<file path="config.mk">
export PLATFORM = sky130hd
export DESIGN_NAME = module_acc_1x8
export DESIGN_NICKNAME = d
export VERILOG_FILES = /design/src/rtl/module_acc_1x8_pkg.sv /design/src/rtl/module_acc_1x8_mac_lane.sv /design/src/rtl/module_acc_1x8.sv
export SDC_FILE = /design/constraint.sdc
export NUM_CORES = 1
export LEC_CHECK = 0
export CAP_MARGIN = 10
export CORE_MARGIN = 2
export CORE_UTILIZATION = 35
export CTS_CLUSTER_DIAMETER = 200
export DETAILED_ROUTE_END_ITERATION = 16
export GPL_TIMING_DRIVEN = 0
export PLACE_DENSITY = 0.63
export SETUP_SLACK_MARGIN = 0.05
export SLEW_MARGIN = 20
export SYNTH_ARGS = -nofsm -noshare
export SYNTH_HDL_FRONTEND = slang
export SYNTH_SLANG_ARGS = --single-unit
</file>
<file path="constraint.sdc">
create_clock -name clk -period 18 [get_ports clk]
set_clock_uncertainty 0.2 [all_clocks]
set_input_delay 3.6 -clock clk [delete_from_list [all_inputs] [get_ports clk]]
set_output_delay 3.6 -clock clk [all_outputs]
set_load 0.02 [all_outputs]
</file>
<file path="src/rtl/module_acc_1x8_pkg.sv">
// Shared widths, limits and FSM encoding for the 8-lane int4 MAC stage.
// Also provides the accumulator clamp helper used by each lane.
package module_acc_1x8_pkg;

    localparam int ACT_W     = 4;
    localparam int WGT_W     = 4;
    localparam int ACC_W     = 15;
    localparam int MAX_TERMS = 128;
    localparam int CNT_W     = 8;
    localparam int PROD_W    = ACT_W + WGT_W + 1;
    localparam int N_LANES   = 8;

    localparam logic [CNT_W-1:0] CNT_ONE       = CNT_W'(1);
    localparam logic [CNT_W-1:0] CNT_MAX_TERMS = CNT_W'(MAX_TERMS);

    // One extra bit of headroom so a single add never wraps before the clamp.
    localparam logic signed [ACC_W:0] ACC_HI = (ACC_W+1)'((2**(ACC_W-1)) - 1);
    localparam logic signed [ACC_W:0] ACC_LO = (ACC_W+1)'(-(2**(ACC_W-1)));

    typedef enum logic [1:0] {
        S_IDLE  = 2'd0,
        S_ACC   = 2'd1,
        S_FLUSH = 2'd2,
        S_HOLD  = 2'd3
    } state_t;

    function automatic logic signed [ACC_W-1:0] sat_acc(input logic signed [ACC_W:0] v);
        logic signed [ACC_W:0] c;
        c = v;
        if (v > ACC_HI) c = ACC_HI;
        else if (v < ACC_LO) c = ACC_LO;
        return c[ACC_W-1:0];
    endfunction

endpackage

</file>
<file path="src/rtl/module_acc_1x8_mac_lane.sv">
// One output channel: registered zero-point-corrected product, then a
// saturating accumulate whose clamp flag pulses on the clamping update.
module module_acc_1x8_mac_lane
    import module_acc_1x8_pkg::*;
(
    input  logic                    clk,
    input  logic                    rst,
    input  logic                    i_accept,
    input  logic [ACT_W-1:0]        i_act,
    input  logic [ACT_W-1:0]        i_zp,
    input  logic signed [WGT_W-1:0] i_wgt,
    input  logic                    i_s1_valid,
    input  logic                    i_s1_first,
    output logic signed [ACC_W-1:0] o_acc,
    output logic                    o_clamp
);

    logic signed [ACT_W:0]    w_act_off;
    logic signed [PROD_W-1:0] w_act_ext;
    logic signed [PROD_W-1:0] w_wgt_ext;
    logic signed [PROD_W-1:0] w_prod;
    logic signed [ACC_W:0]    w_base;
    logic signed [ACC_W:0]    w_sum;
    logic signed [PROD_W-1:0] r_prod;
    logic signed [ACC_W-1:0]  r_acc;

    assign w_act_off = $signed({1'b0, i_act}) - $signed({1'b0, i_zp});
    assign w_act_ext = {{(PROD_W-ACT_W-1){w_act_off[ACT_W]}}, w_act_off};
    assign w_wgt_ext = {{(PROD_W-WGT_W){i_wgt[WGT_W-1]}}, i_wgt};
    assign w_prod    = w_act_ext * w_wgt_ext;

    // The first beat of a packet restarts from zero, so nothing carries over.
    assign w_base  = i_s1_first ? '0 : {r_acc[ACC_W-1], r_acc};
    assign w_sum   = w_base + {{(ACC_W+1-PROD_W){r_prod[PROD_W-1]}}, r_prod};
    assign o_clamp = i_s1_valid && ((w_sum > ACC_HI) || (w_sum < ACC_LO));
    assign o_acc   = r_acc;

    always_ff @(posedge clk or posedge rst) begin
        if (rst) begin
            r_prod <= '0;
            r_acc  <= '0;
        end else begin
            if (i_accept) r_prod <= w_prod;
            if (i_s1_valid) r_acc <= sat_acc(w_sum);
        end
    end

endmodule

</file>
<file path="src/rtl/module_acc_1x8.sv">
// 8-lane int4 dot-product accumulator: packet FSM, term counter, overflow
// latch and valid/ready handshakes around eight MAC lanes.
module module_acc_1x8
    import module_acc_1x8_pkg::*;
(
    input  logic                    clk,
    input  logic                    rst,
    input  logic [ACT_W-1:0]        i_act_zero_point,
    input  logic                    i_in_valid,
    output logic                    o_in_ready,
    input  logic                    i_in_last,
    input  logic [ACT_W-1:0]        i_act,
    input  logic signed [WGT_W-1:0] i_wgt_0,
    input  logic signed [WGT_W-1:0] i_wgt_1,
    input  logic signed [WGT_W-1:0] i_wgt_2,
    input  logic signed [WGT_W-1:0] i_wgt_3,
    input  logic signed [WGT_W-1:0] i_wgt_4,
    input  logic signed [WGT_W-1:0] i_wgt_5,
    input  logic signed [WGT_W-1:0] i_wgt_6,
    input  logic signed [WGT_W-1:0] i_wgt_7,
    output logic                    o_out_valid,
    input  logic                    i_out_ready,
    output logic signed [ACC_W-1:0] o_acc_result_0,
    output logic signed [ACC_W-1:0] o_acc_result_1,
    output logic signed [ACC_W-1:0] o_acc_result_2,
    output logic signed [ACC_W-1:0] o_acc_result_3,
    output logic signed [ACC_W-1:0] o_acc_result_4,
    output logic signed [ACC_W-1:0] o_acc_result_5,
    output logic signed [ACC_W-1:0] o_acc_result_6,
    output logic signed [ACC_W-1:0] o_acc_result_7,
    output logic                    o_ovf
);

    state_t                  r_state, w_state_next;
    logic                    r_rdy_en;
    logic                    r_s1_valid, r_s1_first;
    logic                    r_out_valid, r_ovf;
    logic [CNT_W-1:0]        r_cnt, w_cnt_next;
    logic                    w_accept, w_out_hs, w_first;
    logic signed [WGT_W-1:0] w_wgt   [N_LANES];
    logic signed [ACC_W-1:0] w_acc   [N_LANES];
    logic [N_LANES-1:0]      w_clamp;

    assign w_wgt[0] = i_wgt_0;
    assign w_wgt[1] = i_wgt_1;
    assign w_wgt[2] = i_wgt_2;
    assign w_wgt[3] = i_wgt_3;
    assign w_wgt[4] = i_wgt_4;
    assign w_wgt[5] = i_wgt_5;
    assign w_wgt[6] = i_wgt_6;
    assign w_wgt[7] = i_wgt_7;

    // r_rdy_en is cleared by reset so in_ready is low while rst is asserted.
    assign o_in_ready  = r_rdy_en && ((r_state == S_IDLE) || (r_state == S_ACC));
    assign w_accept    = i_in_valid && o_in_ready;
    assign w_first     = (r_state == S_IDLE);
    assign w_out_hs    = r_out_valid && i_out_ready;
    assign o_out_valid = r_out_valid;
    assign o_ovf       = r_ovf;
    assign w_cnt_next  = w_first ? CNT_ONE : ((r_cnt == '1) ? r_cnt : r_cnt + CNT_ONE);

    always_comb begin
        w_state_next = r_state;
        case (r_state)
            S_IDLE, S_ACC: if (w_accept) w_state_next = i_in_last ? S_FLUSH : S_ACC;
            S_FLUSH:       w_state_next = S_HOLD;
            S_HOLD:        if (w_out_hs) w_state_next = S_IDLE;
            default:       w_state_next = S_IDLE;
        endcase
    end

    always_ff @(posedge clk or posedge rst) begin
        if (rst) begin
            r_state     <= S_IDLE;
            r_rdy_en    <= 1'b0;
            r_s1_valid  <= 1'b0;
            r_s1_first  <= 1'b0;
            r_out_valid <= 1'b0;
            r_ovf       <= 1'b0;
            r_cnt       <= '0;
        end else begin
            r_state     <= w_state_next;
            r_rdy_en    <= 1'b1;
            r_s1_valid  <= w_accept;
            r_s1_first  <= w_first;
            // Results settle one edge after FLUSH, so valid trails HOLD entry by a cycle.
            r_out_valid <= (r_state == S_HOLD) && !w_out_hs;
            if (w_accept) r_cnt <= w_cnt_next;
            if (w_accept && w_first)
                r_ovf <= 1'b0;
            else if ((w_accept && (w_cnt_next > CNT_MAX_TERMS)) || (|w_clamp))
                r_ovf <= 1'b1;
        end
    end

    generate
        for (genvar gi = 0; gi < N_LANES; gi++) begin : g_lane
            module_acc_1x8_mac_lane u_lane (
                .clk        (clk),
                .rst        (rst),
                .i_accept   (w_accept),
                .i_act      (i_act),
                .i_zp       (i_act_zero_point),
                .i_wgt      (w_wgt[gi]),
                .i_s1_valid (r_s1_valid),
                .i_s1_first (r_s1_first),
                .o_acc      (w_acc[gi]),
                .o_clamp    (w_clamp[gi])
            );
        end
    endgenerate

    assign o_acc_result_0 = w_acc[0];
    assign o_acc_result_1 = w_acc[1];
    assign o_acc_result_2 = w_acc[2];
    assign o_acc_result_3 = w_acc[3];
    assign o_acc_result_4 = w_acc[4];
    assign o_acc_result_5 = w_acc[5];
    assign o_acc_result_6 = w_acc[6];
    assign o_acc_result_7 = w_acc[7];

endmodule

</file>
Word level (Yosys, flattened, before mapping)
Cells that the tools add are included.

storage, ports and cells
  register bits = 207
  input bits = 45
  output and inout bits = 123
  word-level logic and storage cells = 126

operators by class
  add/sub/neg operators = 10
  multipliers = 8
  $lt $le $gt $ge = 17
  eq/ne operators = 6
  muxes and demuxes = 32
  reduce and logical (&&, ||, !) cells = 30

operators by type and width
  cell                    number
  $mux W15                16
  $add A16 B16 Y16        8
  $gt A16 B15 Y1 const B  8
  $lt A16 B15 Y1 const B  8
  $mux W16                8
  $mul A5 B4 Y9           8
  $mux W8                 2
  $logic_and A1 B1 Y1     14
  $logic_or A1 B1 Y1      10
  $add A8 B1 Y8 const B   1
  $eq A8 B8 Y1 const B    1
  $gt A8 B8 Y1 const B    1
  $reduce_or A8 Y1        1
  $mux W2                 3
  $pmux W2 S3             1
  $sub A4 B4 Y5           1
  $eq A2 B2 Y1 const B    2
  $ne A2 B2 Y1 const B    2
  $eq A2 B1 Y1 const B    1
  $logic_not A2 Y1        1
  $mux W1                 2
  $reduce_and A2 Y1       1
  $reduce_bool A2 Y1      1
  $reduce_or A2 Y1        1
  $logic_not A1 Y1        1

Depth between registers and ports, before layout
Gate-level depths: netlist (run 1).

  depth in word-level cells = 9
  gate-level depth with buffers = 20
  depth with buffers taken out = 19

Cells and area by module
A second synthesis (run 1) with hierarchy kept.

unflattened totals
  cells, all modules = 2,546
  area total of the unflattened synthesis = 22,690.5 µm²

modules (own cells, without submodules)
  module                                          times used  cells an instance  area each (µm²)  seq. area each (µm²)
  module_acc_1x8_mac_lane (g_lane[5].u_lane ...)  2           329                2,879.0          600.6
  module_acc_1x8_mac_lane (g_lane[0].u_lane ...)  2           311                2,733.9          600.6
  module_acc_1x8_mac_lane (g_lane[3].u_lane ...)  2           300                2,696.3          600.6
  module_acc_1x8_mac_lane (g_lane[7].u_lane)      1           288                2,632.5          600.6
  module_acc_1x8_mac_lane (g_lane[2].u_lane)      1           289                2,631.3          600.6
  module_acc_1x8                                  1           89                 808.3            375.4

Worst setup path before layout (run 1)
No wires, ideal clock.

  path kind = input to register
  start = input port i_act[0]
  end = register g_lane[5].u_lane.r_prod[8]
  library setup time = 0.065 ns
  arrival = 7.690 ns
  data required time = 17.735 ns
  slack = 10.045 ns
  cell stages on the path = 20
  buffers on the path = 2
  path through = inv_1 > ha_1 > inv_1 > fa_1 > a21o_1 > a21oi_1 > clkbuf_1 > clkbuf_1 > nand2_1 > fa_1 > inv_1 > fa_1 > ha_1 > ha_1 > a21o_1 > a21o_1 > a21oi_1 > xnor2_1 > nand2_1 > nand2_1

between the ends
  longest elaborated chain between the ends = 2

ends and longest elaborated chain
  element                 RTL line                       source
  start: declaration      module_acc_1x8.sv:12           input logic [ACT_W-1:0] i_act,
  $sub A4 B4 Y5           module_acc_1x8_mac_lane.sv:27  assign w_act_off = $signed({1'b0, i_act}) - $signed({1'b0, i_zp});
  $mul A5 B4 Y9           module_acc_1x8_mac_lane.sv:30  assign w_prod = w_act_ext * w_wgt_ext;
  end signal: assignment  module_acc_1x8_mac_lane.sv:43  if (i_accept) r_prod <= w_prod;
  end: declaration        module_acc_1x8_mac_lane.sv:24  logic signed [PROD_W-1:0] r_prod;

Every way passes these cells.
A chain may end at the register's enable or synchronous reset.

Worst setup path in the final report (run 1)
  start = input port i_act_zero_point[0]
  end = register g_lane[5].u_lane.r_prod[8]

between the ends
  longest elaborated chain between the ends = 2

ends and longest elaborated chain
  element             RTL line                       source
  start: declaration  module_acc_1x8.sv:8            input logic [ACT_W-1:0] i_act_zero_point,
  $sub A4 B4 Y5       module_acc_1x8_mac_lane.sv:27
  $mul A5 B4 Y9       module_acc_1x8_mac_lane.sv:30

Every way passes these cells.

==> metrics.cfg, run 1 <==
[setup_path]
endpoint_kind=flip-flop
cp.arrival_ns=9.17
critPathRequiredTime_ns=18.28
cp_slowest_cell=fa_1
crit_path_cell_trace=clkdlybuf4s50_1 > ha_1 > inv_1 > fa_1 > a21o_1 > a21oi_1 > clkbuf_1 > clkbuf_1 > nand2_1 > fa_1 > inv_1 > fa_1 > ha_1 > ha_1 > a21o_1 > a21o_1 > a21oi_1 > xnor2_1 > nand2_1 > nand2_1
r2r_setup_slack_ns=13.00
cp_max_fo=10
r2r_cells=15
max_stage_delay_ns=0.58
start_kind=input port
critical_path_class=input port to flip-flop
critical_path.startpoint=i_act_zero_point[0]
rr_endpoint=g_lane[1].u_lane.o_acc[9]
reg2reg_from=r_s1_first

[route]
drtPass1Iterations=5
viasPerCell=5.29
post-route-drc-count=0
wl_per_cell_um=18.7
wl_um=62200
ant_nets=0
vias=17596
drt_iter0_markers=1174

[yosys]
synthFlopType=dfrtp_1
synth_seq_cells=207
yosys_warnings=0
syn-num-nets=2729
synth_top_area_frac=0.253
syn_inst=2350
avgSynthCellArea_um2=8.70
synth_top_cell_by_area=dfrtp_1
ys_seq_area_frac=0.253
async_flop_share=1.00
synth_area_um2=20400
ys_types=86
synth_edf_count=0
synthTopCellsByArea=dfrtp_1 (25%), ha_1 (14%), fa_1 (9.7%)

[timing]
post-route-period-util=0.494
worstMarginPinSlew_ns=1.05
maxSlewViolCount=0
setup_tns_ns=0
max_freq_mhz=112
max-slew-margin-rel=0.299
hold_viol=0
period_minus_slack_ns=8.89
worst_slack_ns=9.11
finalSetupViolCount=0
rsz0062_at_grt=false

[final_layout]
finalNetCount=2924
fill_cells=5743
area_growth_pct=17.3
n_antenna_cell=0
drive_gt1_frac=0.0449

[floorplanning]
die_h_um=246
die-width_um=246
rows=88
io_pins=168
core_um2=57700
start_util=0.354
die_area_um2=60300

[clocking]
clk-insertion-delay-late_ns=0.55
cts-root-buf=clkbuf_16
clk_pin_slew_ns=0.06
htree_num_levels=1
cts.sinks=207
post_cts_buffers=0
cts_buffers=24
hold_buffers=0
clockBufferDepth=3
cts_resized=0
cts_tree=done

[run_status]
status=complete, no violations

[worst_hold_path]
worstHoldStart=g_lane[3].u_lane.r_prod[0]
min_to=g_lane[3].u_lane.r_prod[0]
whs_path_depth=2
hp-class=flip-flop to flip-flop

[placement]
place_ws_ns=8.57
hpwlAfterDp_um=49900
portBuffers=167
place_congestion=0.914

[global_route]
grt.total_usage=0.205
grt_pass1_wl_um=98100
antenna_found_initial=0
grt_max_degree=102
grt_pass1_vias=17587
grt_remaining_overflow=0

[flow_run]
max-cap-violations=0

[pwr]
leakagePower_nw=11.3
peakVddDrop_mv=0.107
power_density_nw_per_um2=225

-- synth_stat cells, types with 23 or more instances --
master	number
nand2_1	280
ha_1	235
dfrtp_1	207
inv_1	189
a21oi_1	183
nor2b_1	132
nor2_1	129
xnor2_1	111
o21ai_0	109
fa_1	99
clkbuf_1	79
a21o_1	68
xor2_1	55
and2_1	45
o2bb2ai_1	43
a211oi_1	31
nor3_1	31
nand3_1	28
o21ai_1	24
nand2b_1	23
-- per-layer routing --
layer / GRT usage / vias up / share of wire
met5: 0 / - / 0
met2: 0.340 / 463 / 0.46
met4: 0.0754 / 0 / 0.037
met3: 0.0272 / 97 / 0.056
met1: 0.273 / 8561 / 0.45
li1: - / 8475 / -
-- critical path: cells and delay by family --
kind	cells	cell delay (ns)
adder cells (fa/ha/maj)	6	2.32
AND/OR/NAND/NOR	3	0.49
buffers and inverters	5	1.59
XOR/XNOR	1	0.21
AO/OA/AOI/OAI	5	0.96
-- layout by cell type (no fill, tap or decap), drive strengths merged, types with 17 or more instances in the layout --
cell type / n
clkbuf: 111
a31oi: 17
nand2b: 23
a21oi: 183
nor3: 31
mux2: 27
o21ai: 133
xor2: 55
fa: 99
nor2: 130
xnor2: 113
o2bb2ai: 43
ha: 235
a21o: 69
nand3: 29
a211oi: 32
inv: 192
nand2: 281
dfrtp: 207
o21bai: 22
nor2b: 132
clkdlybuf4s50: 167
and2: 46
o21a: 17
-- power by group --
part	internal, mW	total (mW)	switching, mW
Combinational	1.66	3.93	2.27
Clock	0.310	0.523	0.214
Sequential	0.683	0.932	0.249
-- worst max-delay path by stage --
stage / endpoint / slack (ns) / depth (start not counted)
floorplan: g_lane[0].u_lane.o_acc[0] / 8.55 / 1
global placement: g_lane[3].u_lane.o_acc[2] / 5.48 / 2
detailed placement: g_lane[5].u_lane.r_prod[8] / 8.57 / 20
CTS: g_lane[5].u_lane.r_prod[8] / 9.11 / 20
global route: g_lane[5].u_lane.r_prod[8] / 8.82 / 20
finish: g_lane[5].u_lane.r_prod[8] / 9.11 / 20
-- cell families (layout without fill, tap and decap cells) --
family                     count (synthesis)  after routing  synth area share
and+or+nand+nor                          726            726             0.170
AOI/OAI and AO/OA                        588            588             0.185
adders and majority gates                350            350             0.249
buffers and inverters                    280            492            0.0523
DFF                                      207            207             0.253
xor gates and xnor gates                 168            168            0.0727
muxes                                     30             30            0.0174
other                                      1              1          0.000183
-- registers in the layout, indices dropped and copies added, names as in the netlist --
signal                count
r_cnt                     8
o_out_valid               1
r_rdy_en                  1
g_lane.u_lane.o_acc     120
r_state                   2
r_s1_valid                1
r_s1_first                1
o_ovf                     1
g_lane.u_lane.r_prod     72
-- cell type report --
cell class / instances / area, um2 / area share
inverter: 192 / 728 / 0.0304
clock buffer: 32 / 722 / 0.0301
tap: 765 / 957 / 0.0399
buffer: 88 / 349 / 0.0146
timing repair buffer: 169 / 1730 / 0.0720
clock inverter: 11 / 114 / 0.00475
multi-input combinational: 1863 / 14200 / 0.592
sequential: 207 / 5180 / 0.216
-- through the flow --
step	utilization	hold slack, ns	power [mW]	instances	area, um2
floorplan	-	0.245	3.69	2350	20400
global placement	0.400	0.272	4.70	3282	23100
detailed placement	0.401	0.268	4.80	3284	23100
CTS	0.415	0.283	5.37	3327	24000
global route	0.415	0.328	5.87	3327	24000
finish	0.415	0.282	5.39	3327	24000
No activity file was read; power rests on OpenSTA's default activity.
==> run 2, diff against run 1 <==
PLACE_DENSITY = 0.65   (was 0.63)
clock period = 7.3 ns   (was 18 ns; I/O delays follow)
==> run 2 against run 1 <==
Compared with the run above: setup slack lost 8.6 ns; clock-buffer cell count shrank 4; sequential share of layout area shrank 0.10 points; critical path type unchanged.
==> metrics.cfg, run 2 (synthesized netlist as in run 1, its figures left out) <==
[clocking]
clockBufferDepth=3  ; unchanged
cts_buffers=24  ; unchanged
cts-root-buf=clkbuf_16  ; unchanged
cts_tree=done  ; unchanged
htree_num_levels=1  ; unchanged
clk-insertion-delay-late_ns=0.54  ; was 0.55 ns
clk_pin_slew_ns=0.06  ; about the same
cts_resized=0  ; unchanged
post_cts_buffers=0  ; unchanged
hold_buffers=0  ; unchanged
cts.sinks=207  ; unchanged

[timing]
setup_tns_ns=0  ; unchanged
max-slew-margin-rel=0.231  ; was 0.299
period_minus_slack_ns=6.75
finalSetupViolCount=0  ; unchanged
post-route-period-util=0.925
rsz0062_at_grt=false  ; unchanged
hold_viol=0  ; unchanged
max_freq_mhz=148
maxSlewViolCount=0  ; unchanged
worstMarginPinSlew_ns=1.15  ; was 1.05 ns

[worst_hold_path]
min_to=g_lane[3].u_lane.r_prod[0]  ; unchanged
whs_path_depth=2  ; unchanged
hp-class=flip-flop to flip-flop  ; unchanged
worstHoldStart=g_lane[3].u_lane.r_prod[0]  ; unchanged

[setup_path]
rr_endpoint=g_lane[1].u_lane.o_acc[4]  ; was g_lane[1].u_lane.o_acc[9]
critPathRequiredTime_ns=7.57  ; was 18.28 ns
crit_path_cell_trace=clkdlybuf4s50_1 > ha_1 > inv_1 > fa_1 > a21o_1 > a21oi_1 > clkbuf_1 > clkbuf_1 > nand2_1 > fa_1 > inv_1 > fa_1 > ha_1 > ha_1 > a21o_1 > a21o_1 > a21oi_1 > xnor2_1 > nand2_1 > nand2_1  ; unchanged
endpoint_kind=flip-flop  ; unchanged
start_kind=input port  ; unchanged
cp_max_fo=10  ; unchanged
max_stage_delay_ns=0.58  ; about the same
critical_path.startpoint=i_act_zero_point[0]  ; unchanged
r2r_setup_slack_ns=2.36  ; was 13.00 ns
cp_num_buf_inv=5  ; unchanged
reg2reg_from=r_s1_first  ; unchanged
cp.arrival_ns=7.02  ; was 9.17 ns
cp_top_family=adder cells  ; unchanged
critical_path_class=input port to flip-flop  ; unchanged
cp_slowest_cell=fa_1  ; unchanged
r2r_cells=15  ; unchanged

[route]
post-route-drc-count=0  ; unchanged
wl_per_cell_um=18.5  ; was 18.7 um
ant_nets=0  ; unchanged
vias=17788  ; was 17596
highest_layer=met4  ; unchanged
wl_met1_um=27400  ; was 27800 um
wl_um=61500  ; was 62200 um
met2WireLength_um=28700  ; was 28600 um
viasPerCell=5.33  ; was 5.29
wl_met3_um=3250  ; was 3470 um
drt_iter0_markers=1180  ; was 1174
drtPass1Iterations=5  ; unchanged

[final_layout]
final_common_cell=nand2_1  ; unchanged
multi_input_area_um2=14200  ; unchanged
drive_gt1_frac=0.0475  ; was 0.0449
fill_cells=5733  ; was 5743
finalNetCount=2930  ; was 2924
instances_no_fill=3335  ; was 3327
area_growth_pct=17.8  ; was 17.3%
layout_common_cells=nand2_1 (280), ha_1 (235), dfrtp_1 (207)  ; unchanged
final_core_util=0.417  ; was 0.415
seqCellArea_um2=5180  ; unchanged
largest_register_ffs=120  ; unchanged

[floorplanning]
rows=88  ; unchanged
core_um2=57700  ; unchanged
io_pins=168  ; unchanged
start_util=0.354  ; unchanged
die_area_um2=60300  ; unchanged
die_h_um=246  ; unchanged
die-width_um=246  ; unchanged

[pwr]
leakagePower_nw=11.4  ; was 11.3 nW
power_density_nw_per_um2=550  ; was 225 nW/um2
p_total_mw=13.2  ; was 5.39 mW
peakVddDrop_mv=0.248  ; was 0.107 mV

[placement]
portBuffers=167  ; unchanged
hpwlAfterDp_um=50100  ; was 49900 um
placed_cells=3290  ; was 3284
place_congestion=0.938  ; was 0.914

[run_status]
status=complete, no violations  ; unchanged

[global_route]
grt_remaining_overflow=0  ; unchanged
grt_pass1_vias=17490  ; was 17587
antenna_found_initial=0  ; unchanged
grt_max_degree=33  ; was 102
grt.total_usage=0.204  ; was 0.205
grt_pass1_wl_um=97900  ; was 98100 um

[flow_run]
max-cap-violations=0  ; unchanged

-- run 2: changes by cell type in the layout (fill, tap and decap cells not counted) --
cell / change
diode_2: +1
buf_16: +1
inv_8: -1
clkinvlp_4: +4
clkinv_4: +1
inv_6: +1
buf_12: +5
clkbuf_8: -4
-- run 2: area by class of cell --
class,instances,area share
clock inverter,16,0.00639
multi-input combinational,1863,0.589
timing repair buffer,175,0.0770
antenna,1,0.000104
sequential,207,0.215
tap,765,0.0398
clock buffer,28,0.0277
buffer,88,0.0145
inverter,192,0.0301
-- run 2: tightest hold or removal path, delay by kind of cell, from the launching register on --
| kind | cells | cell delay (ns) |
|---|---|---|
| DFF | 1 | 0.35 |
| and+or+nand+nor | 2 | 0.10 |
-- run 2: per-stage QoR --
| step | cell area, um2 | worst slack (ns) | hold WS (ns) |
|---|---|---|---|
| final | 24100 | 0.549 | 0.282 |
| after global routing | 24100 | 0.283 | 0.307 |
| after CTS | 24100 | 0.556 | 0.281 |
| after detailed placement | 23300 | 0.0111 | 0.267 |
| after global placement | 23100 | 0.0640 | 0.274 |
| after floorplan | 20400 | 1.49 | 0.245 |
-- run 2: metal layers --
metal,global-route usage,vias to the layer above
li1,-,8490
met1,0.275,8732
met2,0.337,480
met3,0.0232,86
met4,0.0747,0
met5,0,-
-- run 2: report_power, final --
part	leakage, nW	internal, mW	switching, mW	total (mW)
combinational	8.43	4.09	5.59	9.68
sequential	2.55	1.68	0.617	2.30
clock	0.395	0.729	0.530	1.26
total	11.4	6.51	6.73	13.2
-- run 2: how the worst max path moves through the flow --
stage | to | slack (ns) | cells past startpoint
global placement | g_lane[5].u_lane.r_prod[8] | 0.06 | 20
finish | g_lane[5].u_lane.r_prod[8] | 0.55 | 20
global route | g_lane[0].u_lane.r_prod[8] | 0.28 | 20
CTS | g_lane[5].u_lane.r_prod[8] | 0.56 | 20
detailed placement | g_lane[5].u_lane.r_prod[8] | 0.01 | 20
floorplan | g_lane[5].u_lane.r_prod[8] | 1.49 | 20
==> run 3, diff against run 2 <==
SLEW_MARGIN = unset   (was 20)
==> run 3 against run 2 <==
Compared with the run above: clock power fell by 7%; via count fell by 0.49%; sequential share of layout area grew 0.14 points; highest routed layer unchanged; largest power group unchanged; largest cell class unchanged.
==> metrics.cfg, run 3 (synthesized netlist as in run 1, its figures left out) <==
[global_route]
gr-usage-met3=0.0235  ; was 0.0232
grt_max_degree=41  ; was 33
antenna_found_initial=1  ; was 0
grt_remaining_overflow=0  ; unchanged
grt.total_usage=0.205  ; was 0.204
grt_pass1_vias=17542  ; was 17490
grt_util_met1=0.274  ; was 0.275
top_usage_layer=met2  ; unchanged
grt_use_met2=0.341  ; was 0.337
grt_pass1_wl_um=98000  ; was 97900 um

[setup_path]
r2r_setup_slack_ns=2.33  ; was 2.36 ns
r2r_cells=15  ; unchanged
crit_path_cell_trace=clkdlybuf4s50_1 > ha_1 > inv_1 > fa_1 > a21o_1 > a21oi_1 > clkbuf_1 > clkbuf_1 > nand2_1 > fa_1 > inv_1 > fa_1 > ha_1 > ha_1 > a21o_1 > a21o_1 > a21oi_1 > xnor2_1 > nand2_1 > nand2_1  ; unchanged
endpoint_kind=flip-flop  ; unchanged
critPathRequiredTime_ns=7.57  ; about the same
critical_path_class=input port to flip-flop  ; unchanged
reg2reg_from=r_s1_first  ; unchanged
rr_endpoint=g_lane[1].u_lane.o_acc[4]  ; unchanged
max_stage_delay_ns=0.59  ; was 0.58 ns
start_kind=input port  ; unchanged
cp_max_fo=10  ; unchanged
cp.arrival_ns=7.10  ; was 7.02 ns
cp_slowest_cell=fa_1  ; unchanged

[worst_hold_path]
min_to=g_lane[3].u_lane.r_prod[0]  ; unchanged
whs_path_depth=2  ; unchanged
hp-class=flip-flop to flip-flop  ; unchanged
worstHoldStart=g_lane[3].u_lane.r_prod[0]  ; unchanged

[placement]
place_congestion=0.938  ; unchanged
hpwlAfterDp_um=50000  ; was 50100 um
portBuffers=167  ; unchanged
place_ws_ns=-0.0195  ; was 0.0111 ns

[clocking]
cts_tree=done  ; unchanged
cts_resized=0  ; unchanged
cts_buffers=23  ; was 24
cts-root-buf=clkbuf_16  ; unchanged
cts.sinks=207  ; unchanged
clockBufferDepth=3  ; unchanged
clk-insertion-delay-late_ns=0.54  ; about the same
clk_pin_slew_ns=0.06  ; about the same
post_cts_buffers=0  ; unchanged
hold_buffers=0  ; unchanged
htree_num_levels=1  ; unchanged

[route]
ant_nets=0  ; unchanged
drtPass1Iterations=5  ; unchanged
wl_per_cell_um=18.5  ; about the same
drt_iter0_markers=1125  ; was 1180
wl_um=61800  ; was 61500 um
viasPerCell=5.32  ; was 5.33
vias=17701  ; was 17788
post-route-drc-count=0  ; unchanged

[run_status]
status=complete, no violations  ; unchanged

[timing]
max_freq_mhz=146  ; was 148 MHz
worstMarginPinSlew_ns=1.10  ; was 1.15 ns
max-slew-margin-rel=0.266  ; was 0.231
setup_tns_ns=0  ; unchanged
finalSetupViolCount=0  ; unchanged
rsz0062_at_grt=false  ; unchanged
maxSlewViolCount=0  ; unchanged
period_minus_slack_ns=6.84  ; was 6.75 ns
post-route-period-util=0.936  ; was 0.925
worst_slack_ns=0.465  ; was 0.549 ns
hold_viol=0  ; unchanged

[final_layout]
largest_register_ffs=120  ; unchanged
area_growth_pct=17.1  ; was 17.8%
finalNetCount=2927  ; was 2930
final_common_cell=nand2_1  ; unchanged
drive_gt1_frac=0.0445  ; was 0.0475
layout_common_cells=nand2_1 (280), ha_1 (235), dfrtp_1 (207)  ; unchanged
fill_cells=5762  ; was 5733

[floorplanning]
die-width_um=246  ; unchanged
core_um2=57700  ; unchanged
rows=88  ; unchanged
start_util=0.354  ; unchanged
io_pins=168  ; unchanged
die_h_um=246  ; unchanged
die_area_um2=60300  ; unchanged

[pwr]
power_density_nw_per_um2=550  ; about the same
leakagePower_nw=11.3  ; was 11.4 nW
power_frac_clock=0.089  ; was 0.095
intPower_mw=6.43  ; was 6.51 mW
peakVddDrop_mv=0.249  ; was 0.248 mV
p_comb_frac=0.736  ; was 0.731
pwr-share-seq=0.175  ; was 0.174
p_total_mw=13.2  ; about the same
p_sw_mw=6.73  ; about the same
swShare=0.511  ; was 0.509

[flow_run]
max-cap-violations=0  ; unchanged

-- run 3: cell count changes in the layout (fill, tap and decap cells not counted), moves of 2 or more --
cell        before  now
buf_16           3    0
clkbuf_1        79   82
clkbuf_16       25   23
clkinv_4         2    0
clkinvlp_4       6    3
-- run 3: worst max-delay path by stage --
stage | from | endpoint | slack [ns]
CTS | i_act_zero_point[0] | g_lane[5].u_lane.r_prod[8] | 0.53
global placement | i_act_zero_point[0] | g_lane[5].u_lane.r_prod[8] | 0.06
finish | i_act_zero_point[0] | g_lane[5].u_lane.r_prod[8] | 0.46
floorplan | i_act[0] | g_lane[5].u_lane.r_prod[8] | 1.49
detailed placement | i_act_zero_point[0] | g_lane[5].u_lane.r_prod[8] | -0.02
global route | i_act_zero_point[0] | g_lane[0].u_lane.r_prod[8] | 0.27
-- run 3: metal layers --
| layer | vias up | routed length (um) |
|---|---|---|
| met5 | - | 0 |
| met4 | 0 | 2110 |
| met3 | 96 | 3230 |
| met2 | 470 | 28800 |
| met1 | 8669 | 27600 |
| li1 | 8466 | - |
-- run 3: power by group through the flow --
stage	Sequential (mW)	Combinational, mW	Clock (mW)
floorplan	2.41	6.68	0
global placement	2.29	9.30	0
detailed placement	2.30	9.55	0
CTS	2.29	9.63	1.19
global route	2.35	10.7	1.24
finish	2.30	9.68	1.17
-- run 3: layout make-up --
class                           count  area [um2]  share of cell area
Antenna cell                        1        2.50            0.000105
Buffer                             88         349              0.0146
Clock buffer                       30         642              0.0268
Clock inverter                     11        88.8             0.00371
Inverter                          192         724              0.0303
Multi-Input combinational cell   1863       14200               0.593
Sequential cell                   207        5180               0.217
Tap cell                          765         957              0.0400
Timing Repair Buffer              173        1790              0.0749
-- run 3: critical path, delay by kind of cell --
kind	cells	cell delay (ns)
adders and majority gates	6	2.29
buffers and inverters	5	1.59
and+or+nand+nor	3	0.49
xor gates and xnor gates	1	0.23
AOI/OAI and AO/OA	5	1.01
-- run 3: per-stage QoR --
step / util / hold slack, ns / cells / instance area, um2
finish: 0.415 / 0.288 / 3330 / 23900
global route: 0.415 / 0.314 / 3330 / 23900
CTS: 0.415 / 0.291 / 3329 / 23900
detailed placement: 0.402 / 0.276 / 3288 / 23200
global placement: 0.400 / 0.274 / 3282 / 23100
floorplan: - / 0.245 / 2350 / 20400
